<file path="src/rtl/battle_engine_if.sv">
// Signal bundle between the game FSM (master) and the battle engine (slave).
// Clock and reset stay as plain ports on the modules that use this bundle.
interface battle_engine_if;
    logic            start_battle;
    logic [7:0]      keycode;
    logic [2:0][2:0] my_team;
    logic            end_battle;
    logic            result;
    logic [1:0]      my_cur;
    logic [2:0]      enemy_cur_id;
    logic [7:0]      my_hp;
    logic [7:0]      enemy_hp;
    logic [1:0]      move_sel;
    logic            busy;

    modport master (
        output start_battle, keycode, my_team,
        input  end_battle, result, my_cur, enemy_cur_id,
               my_hp, enemy_hp, move_sel, busy
    );

    modport slave (
        input  start_battle, keycode, my_team,
        output end_battle, result, my_cur, enemy_cur_id,
               my_hp, enemy_hp, move_sel, busy
    );
endinterface

</file>
<file path="src/rtl/battle_engine.sv">
// Turn-based battle controller: owns both sides' HP, active indices and the
// enemy team, decodes key presses into moves and reports the outcome.
module battle_engine #(
    parameter logic [7:0]  MAX_HP      = 8'd100,
    parameter logic [7:0]  DMG0        = 8'd20,
    parameter logic [7:0]  DMG1        = 8'd15,
    parameter logic [7:0]  DMG2        = 8'd30,
    parameter logic [7:0]  DMG3        = 8'd10,
    parameter logic [7:0]  ENEMY_DMG   = 8'd12,
    parameter logic [24:0] WAIT_CYCLES = 25'd25_000_000,
    parameter logic [7:0]  LFSR_SEED   = 8'hA5
) (
    input logic             Clk,
    input logic             Reset,
    battle_engine_if.slave  bus
);
    localparam logic [7:0] KEY_A     = 8'h04;
    localparam logic [7:0] KEY_D     = 8'h07;
    localparam logic [7:0] KEY_ENTER = 8'h28;

    typedef enum logic [3:0] {
        S_IDLE, S_SETUP, S_SEL, S_PHIT, S_ECHK, S_EHIT, S_PCHK, S_WAIT, S_DONE
    } state_t;

    state_t          state, ret_state;
    logic [7:0]      lfsr;
    logic [7:0]      prev_key;
    logic [2:0][2:0] enemy_ids;
    logic [1:0]      enemy_idx;
    logic [1:0]      my_cur;
    logic [7:0]      my_hp, enemy_hp;
    logic [1:0]      move_sel;
    logic            result, end_battle, busy;
    logic [24:0]     wait_cnt;

    logic            key_press;
    logic [7:0]      player_dmg;
    logic [8:0]      enemy_dmg;

    // NOTE: every variable gets a default before the case so no latch is inferred.
    always_comb begin
        player_dmg = DMG0;
        case (move_sel)
            2'd1:    player_dmg = DMG1;
            2'd2:    player_dmg = DMG2;
            2'd3:    player_dmg = DMG3;
            default: player_dmg = DMG0;
        endcase
        enemy_dmg = {1'b0, ENEMY_DMG} + {6'd0, lfsr[2:0]};
        key_press = (bus.keycode != 8'h00) && (bus.keycode != prev_key);
    end

    // NOTE: non-blocking assignments so every register sees pre-edge values.
    always_ff @(posedge Clk) begin
        if (Reset) begin
            state      <= S_IDLE;
            ret_state  <= S_SEL;
            lfsr       <= LFSR_SEED;
            prev_key   <= 8'h00;
            enemy_ids  <= '0;
            enemy_idx  <= 2'd0;
            my_cur     <= 2'd0;
            my_hp      <= 8'd0;
            enemy_hp   <= 8'd0;
            move_sel   <= 2'd0;
            result     <= 1'b0;
            end_battle <= 1'b0;
            busy       <= 1'b0;
            wait_cnt   <= '0;
        end else begin
            lfsr       <= {lfsr[6:0], lfsr[7] ^ lfsr[5] ^ lfsr[4] ^ lfsr[3]};
            prev_key   <= bus.keycode;
            end_battle <= 1'b0;

            case (state)
                S_IDLE: begin
                    if (bus.start_battle) begin
                        state <= S_SETUP;
                        busy  <= 1'b1;
                    end
                end
                S_SETUP: begin
                    enemy_ids[0] <= lfsr[2:0];
                    enemy_ids[1] <= lfsr[5:3];
                    enemy_ids[2] <= {lfsr[7:6], lfsr[0]};
                    enemy_idx    <= 2'd0;
                    my_cur       <= 2'd0;
                    move_sel     <= 2'd0;
                    my_hp        <= MAX_HP;
                    enemy_hp     <= MAX_HP;
                    result       <= 1'b0;
                    state        <= S_SEL;
                end
                S_SEL: begin
                    if (key_press) begin
                        if (bus.keycode == KEY_A)          move_sel <= move_sel - 2'd1;
                        else if (bus.keycode == KEY_D)     move_sel <= move_sel + 2'd1;
                        else if (bus.keycode == KEY_ENTER) state    <= S_PHIT;
                    end
                end
                S_PHIT: begin
                    enemy_hp <= (enemy_hp > player_dmg) ? enemy_hp - player_dmg : 8'd0;
                    state    <= S_ECHK;
                end
                S_ECHK: begin
                    if (enemy_hp == 8'd0 && enemy_idx == 2'd2) begin
                        result     <= 1'b1;
                        end_battle <= 1'b1;
                        state      <= S_DONE;
                    end else begin
                        // A knockout keeps the initiative with the player.
                        if (enemy_hp == 8'd0) begin
                            enemy_idx <= enemy_idx + 2'd1;
                            enemy_hp  <= MAX_HP;
                            ret_state <= S_SEL;
                        end else begin
                            ret_state <= S_EHIT;
                        end
                        wait_cnt <= WAIT_CYCLES - 25'd1;
                        state    <= S_WAIT;
                    end
                end
                S_EHIT: begin
                    my_hp <= ({1'b0, my_hp} > enemy_dmg) ? my_hp - enemy_dmg[7:0] : 8'd0;
                    state <= S_PCHK;
                end
                S_PCHK: begin
                    if (my_hp == 8'd0 && my_cur == 2'd2) begin
                        result     <= 1'b0;
                        end_battle <= 1'b1;
                        state      <= S_DONE;
                    end else begin
                        if (my_hp == 8'd0) begin
                            my_cur <= my_cur + 2'd1;
                            my_hp  <= MAX_HP;
                        end
                        ret_state <= S_SEL;
                        wait_cnt  <= WAIT_CYCLES - 25'd1;
                        state     <= S_WAIT;
                    end
                end
                S_WAIT: begin
                    if (wait_cnt == '0) state <= ret_state;
                    else                wait_cnt <= wait_cnt - 25'd1;
                end
                S_DONE: begin
                    busy  <= 1'b0;
                    state <= S_IDLE;
                end
                default: state <= S_IDLE;
            endcase
        end
    end

    assign bus.end_battle   = end_battle;
    assign bus.result       = result;
    assign bus.my_cur       = my_cur;
    assign bus.enemy_cur_id = enemy_ids[enemy_idx];
    assign bus.my_hp        = my_hp;
    assign bus.enemy_hp     = enemy_hp;
    assign bus.move_sel     = move_sel;
    assign bus.busy         = busy;
endmodule

</file>
<file path="src/flat_wrapper.sv">
// flat-port wrapper written by rule: the top's interface ports become plain ports
module battle_engine_flat 
#(
    parameter logic [7:0]  MAX_HP      = 8'd100,
    parameter logic [7:0]  DMG0        = 8'd20,
    parameter logic [7:0]  DMG1        = 8'd15,
    parameter logic [7:0]  DMG2        = 8'd30,
    parameter logic [7:0]  DMG3        = 8'd10,
    parameter logic [7:0]  ENEMY_DMG   = 8'd12,
    parameter logic [24:0] WAIT_CYCLES = 25'd25_000_000,
    parameter logic [7:0]  LFSR_SEED   = 8'hA5
)
  (Clk, Reset, bus_start_battle, bus_keycode, bus_my_team, bus_end_battle, bus_result, bus_my_cur, bus_enemy_cur_id, bus_my_hp, bus_enemy_hp, bus_move_sel, bus_busy);
  battle_engine_if bus_i ();
  input logic Clk;
  input logic Reset;
  input wire logic [$bits(bus_i.start_battle)-1:0] bus_start_battle;
  input wire logic [$bits(bus_i.keycode)-1:0] bus_keycode;
  input wire logic [$bits(bus_i.my_team)-1:0] bus_my_team;
  output wire logic [$bits(bus_i.end_battle)-1:0] bus_end_battle;
  output wire logic [$bits(bus_i.result)-1:0] bus_result;
  output wire logic [$bits(bus_i.my_cur)-1:0] bus_my_cur;
  output wire logic [$bits(bus_i.enemy_cur_id)-1:0] bus_enemy_cur_id;
  output wire logic [$bits(bus_i.my_hp)-1:0] bus_my_hp;
  output wire logic [$bits(bus_i.enemy_hp)-1:0] bus_enemy_hp;
  output wire logic [$bits(bus_i.move_sel)-1:0] bus_move_sel;
  output wire logic [$bits(bus_i.busy)-1:0] bus_busy;
  assign bus_i.start_battle = bus_start_battle;
  assign bus_i.keycode = bus_keycode;
  assign bus_i.my_team = bus_my_team;
  assign bus_end_battle = bus_i.end_battle;
  assign bus_result = bus_i.result;
  assign bus_my_cur = bus_i.my_cur;
  assign bus_enemy_cur_id = bus_i.enemy_cur_id;
  assign bus_my_hp = bus_i.my_hp;
  assign bus_enemy_hp = bus_i.enemy_hp;
  assign bus_move_sel = bus_i.move_sel;
  assign bus_busy = bus_i.busy;
  battle_engine #(.MAX_HP(MAX_HP), .DMG0(DMG0), .DMG1(DMG1), .DMG2(DMG2), .DMG3(DMG3), .ENEMY_DMG(ENEMY_DMG), .WAIT_CYCLES(WAIT_CYCLES), .LFSR_SEED(LFSR_SEED)) u_core (.Clk(Clk), .Reset(Reset), .bus(bus_i));
endmodule
</file>
<file path="config.mk">
export PLATFORM = sky130hd
export DESIGN_NAME = battle_engine_flat
export DESIGN_NICKNAME = d
export VERILOG_FILES = /design/src/rtl/battle_engine_if.sv /design/src/rtl/battle_engine.sv /design/src/flat_wrapper.sv
export SDC_FILE = /design/constraint.sdc
export NUM_CORES = 1
export LEC_CHECK = 0
export CAP_MARGIN = 20
export CORE_ASPECT_RATIO = 1.2
export CORE_MARGIN = 2
export CORE_UTILIZATION = 50
export CTS_BUF_LIST = sky130_fd_sc_hd__clkbuf_8
export DETAILED_ROUTE_END_ITERATION = 12
export PLACE_DENSITY = 0.72
export RECOVER_POWER = 100
export SLEW_MARGIN = 0
export SYNTH_ARGS = -nofsm -noshare
export SYNTH_HDL_FRONTEND = slang
export SYNTH_SLANG_ARGS = --single-unit
</file>
<file path="constraint.sdc">
create_clock -name Clk -period 3.8 [get_ports Clk]
set_input_delay 0.38 -clock Clk [delete_from_list [all_inputs] [get_ports Clk]]
set_output_delay 0.38 -clock Clk [all_outputs]
set_load 0.02 [all_outputs]
</file>
Word level (Yosys, flattened, before mapping)
Cells that the tools add are included.
Widths: inputs -> output; s select.
{"block": "op_classes", "add_sub_neg": 8, "n_lt_le_gt_ge": 3, "n_eq_ne": 31, "n_mux": 46, "n_bitwise": 3, "reduce_logical": 27}
{"op": "$mux 25", "n": 3}
{"op": "$pmux 25 s3", "n": 1}
{"op": "$mux 8", "n": 6}
{"op": "$pmux 8 s3", "n": 2}
{"op": "$mux 4", "n": 10}
{"op": "$pmux 4 s8", "n": 1}
{"op": "$logic_not 25->1", "n": 1}
{"op": "$sub 25x1->25 const B", "n": 1}
{"op": "$reduce_and 3->1", "n": 7}
{"op": "$eq 4x3->1 const B", "n": 4}
{"op": "$eq 8x3->1 const B", "n": 2}
{"op": "$logic_not 8->1", "n": 2}
{"op": "$pmux 5 s3", "n": 1}
{"op": "$mux 2", "n": 7}
{"op": "$ne 2x1->1 const B", "n": 7}
{"op": "$ne 2x2->1 const B", "n": 6}
{"op": "$pmux 2 s2", "n": 3}
{"op": "$reduce_bool 3->1", "n": 4}
{"op": "$reduce_bool 2->1", "n": 5}
{"op": "$gt 8x9->1", "n": 1}
{"op": "$eq 2x2->1 const B", "n": 4}
{"op": "$eq 4x2->1 const B", "n": 2}
{"op": "$eq 8x6->1 const B", "n": 1}
{"op": "$gt 8x5->1", "n": 1}
{"op": "other kinds (24)", "n": 36}
{"block": "totals", "register_bits": 83, "inputBits": 20, "output_inout_bits": 26, "wordCells": 134}

Depth between registers and ports, before layout
Gate-level depths: netlist (run 1).
{"block": "logic_depth", "word_depth": 6, "ltp_mapped": 12, "ltp_nobuf": 12}

Worst setup path after synthesis (run 1)
OpenSTA, ideal clock, no wires.
{"block": "synth_timing", "kind": "reg-to-reg", "startpoint": "reg u_core.move_sel[0] (netlist: u_core.bus.move_sel[0])", "endpoint": "reg u_core.enemy_hp[7] (netlist: u_core.bus.enemy_hp[7])", "setup_ns": 0.091, "t_arrival_ns": 2.706, "required_ns": 3.709, "slack_ns": 1.003, "stages_incl_launch_ff": 13, "n_path_buf": 1, "period_less_slack_ns": 2.797, "cell_sequence": "dfxtp_1 -> inv_1 -> ha_1 -> clkbuf_1 -> xor2_1 -> ha_1 -> a21o_1 -> a21oi_1 -> o2bb2ai_1 -> a21oi_1 -> a211oi_1 -> a31oi_1 -> a311oi_1"}
{"block": "synth_via", "elab_chain_len": 5, "word_cells_on_any_way": 8, "cone_classes": "1 x add/sub; 1 x order compare; 3 x eq/ne; 3 x mux"}
{"element": "start, declared", "line": "battle_engine.sv:32", "text": "logic [1:0] move_sel;"}
{"element": "start signal, assigned", "line": "battle_engine.sv:96", "text": "if (bus.keycode == KEY_A) move_sel <= move_sel - 2'd1;"}
{"element": "start signal, assigned", "line": "battle_engine.sv:97", "text": "else if (bus.keycode == KEY_D) move_sel <= move_sel + 2'd1;"}
{"element": "$eq 2x2->1 / $eq 2x1->1 (equally long branches)", "line": "battle_engine.sv:43", "text": "case (move_sel)"}
{"element": "$pmux 5 s3 *", "line": "battle_engine.sv:43"}
{"element": "$sub 8x5->8 / $gt 8x5->1 (equally long branches)", "line": "battle_engine.sv:102", "text": "enemy_hp <= (enemy_hp > player_dmg) ? enemy_hp - player_dmg : 8'd0;"}
{"element": "$mux 8 *", "line": "battle_engine.sv:102"}
{"element": "$pmux 8 s3 *", "line": "battle_engine.sv:75", "text": "case (state)"}
{"element": "end signal, assigned", "line": "battle_engine.sv:102"}
{"element": "end, declared", "line": "battle_engine.sv:31", "text": "logic [7:0] my_hp, enemy_hp;"}
Every way passes the cells marked *; elsewhere a longest branch is shown, timed or not.
A chain may end at the register's enable or synchronous reset.

Worst setup path after layout (run 1)
Ends and elaborated chain as after synthesis.

==> results.ini, run 1 <==
[status]
status = complete, but fails checks
violations = capacitance limit, slew limit

[setup_path]
end_kind = flip-flop
path_class = flip-flop to flip-flop
worstPathMaxFanout = 8
rrSetupSlack_ps = 700
worstPathRequired_ps = 4050
critPathArrivalTime_ps = 3350
crit_path_start_kind = flip-flop
regToRegStartpoint = u_core.bus.move_sel[0]
startpoint = u_core.bus.move_sel[0]

[logic_synthesis]
synth_area_leaders = dfxtp_1 (39%), ha_1 (5.8%), a21oi_1 (5.4%), xnor2_1 (5.4%), nand2_1 (5.0%)
synthMuxAreaShare = 0.0129
synth_fa_ha_area_frac = 0.0632
synthXorXnorAreaFrac = 0.0902
avgSynthCellArea_um2 = 8.47
yosysUniqueCellTypes = 55
synth_compound_area_frac = 0.152
synth_top_family_by_area = simple AND/OR/NAND/NOR gates
synth_most_common_cell = dfxtp_1
synth_flop_cell = dfxtp_1
yosysSeqAreaShare = 0.393
syn-num-nets = 522
ys_ff_latch = 80
async_flop_share = 0
post_synth_most_frequent_cells = dfxtp_1 (80), nand2_1 (54), nor2_1 (45), a21oi_1 (44), xnor2_1 (25)
synth_edf_count = 0
synth_largest_area_cell = dfxtp_1
yosysWarnings = 0
syn_area_um2 = 4080
synth-simple-area-share = 0.253
synth_cells = 482
synth_top_area_share = 0.393

[global_route]
antenna_found_initial = 0
track_usage = 0.205
grt-ovfl-total = 0
grt_pass1_wl_um = 14500
first_global_vias = 3276
grt_max_degree = 46

[routing]
viasPerCell = 5.59
wl_per_cell_um = 13.8
drt-total-wl_um = 8450
ant_nets = 0
num_vias = 3421
drc = 0
dr.pass1.iters = 4
drt-initial-drc-count = 151

[floorplan]
fp-row-count = 36
start_util = 0.509
fp.dieArea_um2 = 8900
die_x_um = 86.5
die_y_um = 103
coreArea_um2 = 8020
num_io_pins = 46

[timing]
rsz0062_at_grt = no
finalHoldViolCount = 0
max_freq_mhz = 322
finalSetupTns_ps = 0
slew_violations = 46
max_slew_margin = -0.343
setup_viol = 0
skew_ps = 9.38
tightest_slew_ps = 2010
post-route-period-util = 0.817
layout_min_cycle_time_ps = 3100

[final_layout]
area.growth.synth_to_final_pct = 14.4
diodes = 0
nets = 553
instances_no_fill = 612
drive_above_1_share = 0.0580

[clocking]
holdBufCountCts = 0
cts_resized = 0
path_clk_slew_ps = 80
insertion_delay_ps = 360
cts_tree = done
cts_root_buffer = clkbuf_8
cts_made_buffers = 9
htreeDepth = 3
cts_max_path_buffers = 2
cts_sinks = 80
postCtsSetupRepairBufs = 0

[worst_hold_path]
hold_start = u_core.enemy_ids[5]
hold_class = flip-flop to flip-flop

[placed_design]
dp_cells = 597
gp_congestion = 0.856
port_buffers = 36
dp_hpwl_um = 6210

[pwr]
max-vdd-ir-drop_uv = 225
p_per_area_nw_per_um2 = 461
p_leak_nw = 1.84

[flow_run]
drv_cap = 1

cell families after synthesis:
kind of cell,count (synthesis)
compound gates,95
xor+xnor,42
fa+ha+maj,20
buf+inv,36
flops,80
mux,5
simple gates,204
through the flow:
stage / hold WS (ps) / power, W / worst slack [ps] / util / area [um^2]
floorplan: 417 / 0.00141 / 1000 / - / 4080
detailed placement: 450 / 0.00156 / 770 / 0.560 / 4490
global route: 482 / 0.00229 / 446 / 0.582 / 4670
finish: 458 / 0.00215 / 697 / 0.582 / 4670
CTS: 405 / 0.00219 / 733 / 0.584 / 4690
global placement: 428 / 0.00155 / 822 / 0.560 / 4490
registers in the layout (all words and copies together), names as in the netlist:
register	flops
u_core.wait_cnt	25
u_core.bus.enemy_hp	8
u_core.bus.my_hp	8
u_core.enemy_ids	8
u_core.lfsr	8
u_core.prev_key	8
u_core.state	4
u_core.bus.move_sel	2
u_core.bus.my_cur	2
u_core.enemy_idx	2
u_core.ret_state	2
u_core.bus.busy	1
u_core.bus.end_battle	1
u_core.bus.result	1
cells in the final DEF, fill, tap and decap left out, types with 17 or more instances in the layout:
master         synthesis  layout
nor2_1                45      45
ha_1                  19      19
xnor2_1               25      25
a21oi_1               44      44
nor2b_1               18      18
xor2_1                17      17
nor3_1                24      24
dlygate4sd3_1          0      29
inv_1                 18      18
nand2_1               54      54
dfxtp_1               80      80
power breakdown:
group	internal, W	switching, W
clock network	0.000316	0.000310
registers	0.000907	0.0000727
logic	0.000231	0.000314
total	0.00145	0.000696
layout make-up:
class                      count  area [um^2]
sequential                    80         1600
timing repair buffer          38          362
clock buffer                  10          138
multi-input combinational    366         2320
clock inverter                 5         57.6
fill                         767         3350
inverter                      18         67.6
tap                           95          119
worst max-delay path, cell delays in order (launching register included):
cell and delay [ps]:
dfxtp_1 410, inv_1 110, ha_1 310, xor2_1 180, ha_1 190, a21o_1 120
a21oi_1 80, o2bb2ai_1 240, a21oi_1 160, a211oi_1 780, a31oi_1 170, a311oi_1 250
routing by layer:
layer | up-vias | global-route usage | share of wire
li1 | 1745 | - | -
met4 | 0 | 0.0877 | 0.018
met5 | - | 0 | 0
met3 | 10 | 0.0376 | 0.027
met2 | 54 | 0.369 | 0.51
met1 | 1612 | 0.238 | 0.44
worst paths after layout:
| path | cells past startpoint | to |
|---|---|---|
| worst min-delay path | 2 | u_core.enemy_ids[5] |
| worst max register to register | 11 | u_core.bus.enemy_hp[7] |
| worst max-delay path | 11 | u_core.bus.enemy_hp[7] |
| worst min register to register | 2 | u_core.enemy_ids[5] |
(Power assumes the default switching activity.)
==> inputs of run 2 (changes only) <==
Clock period 3.8 ns to 3.18 ns, I/O delays scaled along.
==> results.ini, run 2 (same netlist as run 1, synthesis figures left out) <==
[status]
status = complete, no violations

[timing]
slew_violations = 0  ; -100%
finalHoldViolCount = 0  ; unchanged
max_slew_margin = 0.607  ; +0.951
post-route-period-util = 0.891  ; +0.0746
finalSetupTns_ps = 0  ; unchanged
setup_viol = 0  ; unchanged
layout_min_cycle_time_ps = 2830  ; -269 ps
skew_ps = 11.7  ; +2.33 ps
max_freq_mhz = 353  ; +9.5%
rsz0062_at_grt = no
tightest_slew_ps = 584  ; -1430 ps
whs_ps = 360  ; -97.8 ps

[routing]
viasPerCell = 5.60  ; +0.12%
drt-initial-drc-count = 120  ; -21%
drc = 0  ; unchanged
ant_nets = 0  ; unchanged
num_vias = 3442  ; +0.61%
drt-total-wl_um = 8700  ; +2.9%
dr.pass1.iters = 4  ; unchanged
wl_per_cell_um = 14.1  ; +2.4%

[final_layout]
drive_above_1_share = 0.0558  ; -0.00226
nets = 557  ; +0.72%
top_register = u_core.wait_cnt
area.growth.synth_to_final_pct = 14.4  ; about the same
diodes = 0  ; unchanged
largest_reg_flops = 25  ; unchanged
mostFrequentLayoutCells = dfxtp_1 (80), nand2_1 (54), nor2_1 (45), a21oi_1 (45), dlygate4sd3_1 (31)
final_common_cell = dfxtp_1

[clocking]
cts_root_buffer = clkbuf_8
cts_tree = done
postCtsSetupRepairBufs = 0  ; unchanged
htreeDepth = 3  ; unchanged
cts_sinks = 80  ; unchanged
cts_made_buffers = 9  ; unchanged
holdBufCountCts = 0  ; unchanged
insertion_delay_ps = 350  ; about the same
path_clk_slew_ps = 80  ; about the same
cts_resized = 0  ; unchanged
cts_max_path_buffers = 2  ; unchanged

[worst_hold_path]
worst_hold_path.endpoint = u_core.prev_key[3]
holdPathStages = 2  ; unchanged
hold_class = primary input to flip-flop
hold_start = Reset

[floorplan]
start_util = 0.509  ; unchanged
coreArea_um2 = 8020  ; unchanged
die_y_um = 103  ; unchanged
num_io_pins = 46  ; unchanged
fp.dieArea_um2 = 8900  ; unchanged
die_x_um = 86.5  ; unchanged
fp-row-count = 36  ; unchanged

[setup_path]
regToRegStartpoint = u_core.bus.move_sel[0]
worstPathRequired_ps = 3450  ; -600 ps
worstPathMaxFanout = 8  ; unchanged
path_class = flip-flop to flip-flop
end_kind = flip-flop
crit_chain = inv_1 > ha_1 > xor2_1 > ha_1 > a21o_1 > a21oi_1 > o2bb2ai_1 > a21oi_1 > a211oi_1 > buf_4 > a31oi_1 > a311oi_1
critPathArrivalTime_ps = 3100  ; -250 ps
crit_path_start_kind = flip-flop
r2r_end = u_core.bus.enemy_hp[7]
slowest_delay_ps = 430  ; -350 ps
critical-path-slowest-cell = a211oi_1
startpoint = u_core.bus.move_sel[0]
rrSetupSlack_ps = 350  ; -350 ps
r2r_cells = 12  ; +1

[global_route]
first_global_vias = 3258  ; -0.55%
grt_max_degree = 56  ; +22%
antenna_found_initial = 0  ; unchanged
grt-ovfl-total = 0  ; unchanged
grt_pass1_wl_um = 14700  ; +1.1%
track_usage = 0.207  ; +0.00140

[pwr]
p_clk_frac = 0.284  ; -0.007
p_per_area_nw_per_um2 = 550  ; +19%
total_power_w = 0.00257  ; +19%
max-vdd-ir-drop_uv = 345  ; +53%
pwr-share-comb = 0.259  ; +0.005
p_int_w = 0.00174  ; +20%
p_leak_nw = 1.87  ; +1.7%
swShare = 0.322  ; -0.00192
netSwitchingPower_w = 0.000826  ; +19%
p_seq_frac = 0.456  ; about the same

[flow_run]
drv_cap = 0  ; -1

[placed_design]
port_buffers = 36  ; unchanged
dp_hpwl_um = 6300  ; +1.4%
gp_congestion = 0.863  ; +0.89%

## run 2: cell types whose count changed in the layout (fill, tap and decap cells not counted), moves of 2 or more
cell,change
dlygate4sd3_1,+2
buf_4,+5
clkdlybuf4s50_1,-2
clkinvlp_4,-3
## run 2: layer usage
| metal | wire (um) | vias up | track usage |
|---|---|---|---|
| met2 | 4590 | 37 | 0.375 |
| met1 | 3780 | 1647 | 0.239 |
| li1 | - | 1749 | - |
| met5 | 0 | - | 0 |
| met4 | 114 | 0 | 0.0733 |
| met3 | 216 | 9 | 0.0464 |
## run 2: critical path: cells and delay by family, from the launching register on
| family | cells | cell delay (ps) |
|---|---|---|
| AOI/OAI and AO/OA | 7 | 1310 |
| buffers and inverters | 2 | 340 |
| DFF | 1 | 410 |
| adders and majority gates | 2 | 490 |
| xor gates and xnor gates | 1 | 180 |
## run 2: how the worst max path moves through the flow
stage,to,slack (ps),cells past startpoint
2_1_floorplan,u_core.bus.enemy_hp[7],380,12
3_3_place_gp,u_core.bus.enemy_hp[7],460,12
3_5_place_dp,u_core.bus.enemy_hp[7],400,12
4_1_cts,u_core.bus.enemy_hp[7],360,12
5_1_grt,u_core.bus.enemy_hp[7],50,12
6_report,u_core.bus.enemy_hp[7],350,12
## run 2: stage by stage
step | cells | setup WS, ps | utilization | instance area (um^2)
after floorplan | 482 | 383 | - | 4080
after global placement | 601 | 457 | 0.564 | 4520
after detailed placement | 601 | 395 | 0.564 | 4520
after CTS | 615 | 356 | 0.587 | 4710
after global routing | 615 | 45.6 | 0.582 | 4670
final | 615 | 346 | 0.582 | 4670
## run 2: final cells by class
cell class,count,area [um^2]
sequential,80,1600
clock inverter,4,47.5
multi-input combinational,366,2300
fill,768,3350
tap,95,119
inverter,18,67.6
clock buffer,10,138
timing repair buffer,42,395
## run 2: power by group through the flow
stage / Clock (W) / Combinational, W / Sequential [W]
3_5_place_dp: 0 / 0.000681 / 0.00119
3_3_place_gp: 0 / 0.000669 / 0.00119
5_1_grt: 0.000796 / 0.000743 / 0.00119
6_report: 0.000730 / 0.000665 / 0.00117
4_1_cts: 0.000745 / 0.000690 / 0.00117
2_1_floorplan: 0 / 0.000493 / 0.00119
==> inputs of run 3 (changes only) <==
Settings changed: REMOVE_ABC_BUFFERS set to 1, SKIP_CTS_REPAIR_TIMING set to 1.
==> results.ini, run 3 (same netlist as run 1, synthesis figures left out) <==
[status]
status = complete, but fails checks
violations = capacitance limit, slew limit

[global_route]
first_global_vias = 3223  ; -1.1%
grt_pass1_wl_um = 14400  ; -2.0%
grt_max_degree = 37  ; -34%
antenna_found_initial = 0  ; unchanged
track_usage = 0.201  ; -0.00626
grt-ovfl-total = 0  ; unchanged

[clocking]
cts_tree = done
insertion_delay_ps = 360  ; about the same
path_clk_slew_ps = 80  ; about the same
cts_sinks = 80  ; unchanged
cts_root_buffer = clkbuf_8
htreeDepth = 3  ; unchanged
cts_made_buffers = 9  ; unchanged
cts_max_path_buffers = 2  ; unchanged

[routing]
ant_nets = 0  ; unchanged
wl_per_cell_um = 13.7  ; -3.4%
dr.pass1.iters = 6  ; +2
drt-initial-drc-count = 105  ; -13%
viasPerCell = 5.49  ; -1.9%
num_vias = 3386  ; -1.6%
drt-total-wl_um = 8430  ; -3.1%
drc = 0  ; unchanged

[final_layout]
final_common_cell = dfxtp_1
diodes = 0  ; unchanged
drive_above_1_share = 0.0556  ; -0.000214
fillers = 771  ; +0.39%
nets = 557  ; unchanged
area.growth.synth_to_final_pct = 14.8
top_register = u_core.wait_cnt
largest_reg_flops = 25  ; unchanged
mostFrequentLayoutCells = dfxtp_1 (80), nand2_1 (54), nor2_1 (45)

[floorplan]
coreArea_um2 = 8020  ; unchanged
num_io_pins = 46  ; unchanged
start_util = 0.509  ; unchanged
fp.dieArea_um2 = 8900  ; unchanged
die_y_um = 103  ; unchanged
die_x_um = 86.5  ; unchanged
fp-row-count = 36  ; unchanged

[flow_run]
drv_cap = 1  ; +1

[placed_design]
gp_congestion = 0.885  ; +2.4%
dp_hpwl_um = 6240  ; -0.88%
port_buffers = 36  ; unchanged

[pwr]
p_leak_nw = 1.87  ; about the same
p_per_area_nw_per_um2 = 560  ; +1.7%
max-vdd-ir-drop_uv = 368  ; +6.8%

[setup_path]
regToRegStartpoint = u_core.bus.enemy_hp[1]
end_kind = flip-flop
path_class = flip-flop to flip-flop
startpoint = u_core.bus.enemy_hp[1]
crit_path_end = u_core.wait_cnt[19]
critPathArrivalTime_ps = 3030  ; -70 ps
crit_path_start_kind = flip-flop
r2r_end = u_core.wait_cnt[19]
worstPathMaxFanout = 12  ; +4
rrSetupSlack_ps = 330  ; -20 ps
worstPathRequired_ps = 3360  ; -90 ps
r2r_cells = 8  ; -4

[timing]
whs_ps = 456  ; +96.3 ps
slew_violations = 37  ; +37
skew_ps = 11.4  ; -0.274 ps
rsz0062_at_grt = no
finalHoldViolCount = 0  ; unchanged
tightest_slew_ps = 1570  ; +988 ps
max_freq_mhz = 351  ; -0.56%
post-route-period-util = 0.896  ; +0.00503
max_slew_margin = -0.0483  ; -0.656
finalSetupTns_ps = 0  ; unchanged
layout_min_cycle_time_ps = 2850  ; +16.0 ps
setup_viol = 0  ; unchanged

[worst_hold_path]
holdPathStages = 1  ; -1
hold_class = flip-flop to flip-flop

## run 3: cell types whose count changed in the layout (fill, tap and decap cells not counted), moves of 2 or more
cell | previous run | this run
buf_4 | 5 | 3
dlygate4sd3_1 | 31 | 26
clkbuf_1 | 2 | 4
clkdlybuf4s50_1 | 4 | 9
clkbuf_8 | 10 | 12
## run 3: worst min-delay path by stage
stage                        start                  end
3_5_place_dp        u_core.lfsr[6]       u_core.lfsr[7]
6_report            u_core.lfsr[6]       u_core.lfsr[7]
2_1_floorplan                Reset       u_core.lfsr[3]
4_1_cts        u_core.enemy_ids[5]  u_core.enemy_ids[5]
5_1_grt        u_core.enemy_ids[5]  u_core.enemy_ids[5]
3_3_place_gp        u_core.lfsr[6]       u_core.lfsr[7]
## run 3: cell type report
| cell class | count | area [um^2] | share of cell area |
|---|---|---|---|
| Multi-Input combinational cell | 366 | 2290 | 0.489 |
| Sequential cell | 80 | 1600 | 0.342 |
| Timing Repair Buffer | 42 | 388 | 0.0828 |
| Clock buffer | 12 | 165 | 0.0352 |
| Tap cell | 95 | 119 | 0.0254 |
| Inverter | 18 | 67.6 | 0.0144 |
| Clock inverter | 4 | 51.3 | 0.0109 |
## run 3: stage by stage
stage          total power [W]  area [um^2]  instances  utilization  worst slack [ps]
3_3_place_gp           0.00185         4520        601        0.564               640
4_1_cts                0.00268         4740        617        0.591               553
2_1_floorplan          0.00166         4000        464            -               454
5_1_grt                0.00278         4690        617        0.584               138
6_report               0.00262         4690        617        0.584               330
3_5_place_dp           0.00187         4520        601        0.564               580
## run 3: layer usage
metal  share of wire  track usage
met5               0            0
met4           0.014       0.0757
met3           0.021       0.0352
met2            0.51        0.361
met1            0.45        0.238
## run 3: power by group
part	switching (W)	internal, W	total [W]
Clock	0.000375	0.000427	0.000802
Sequential	0.0000864	0.00108	0.00117
Combinational	0.000373	0.000276	0.000650
Total	0.000835	0.00179	0.00262
## run 3: worst max-delay path, stage by stage (launching register included)
cell and delay [ps]:
dfxtp_1 400, or4_1 580, or4_1 540, nand3_1 220, clkbuf_1 430, a21oi_2 160, nand2_1 120, xor2_1 150
a21oi_1 80
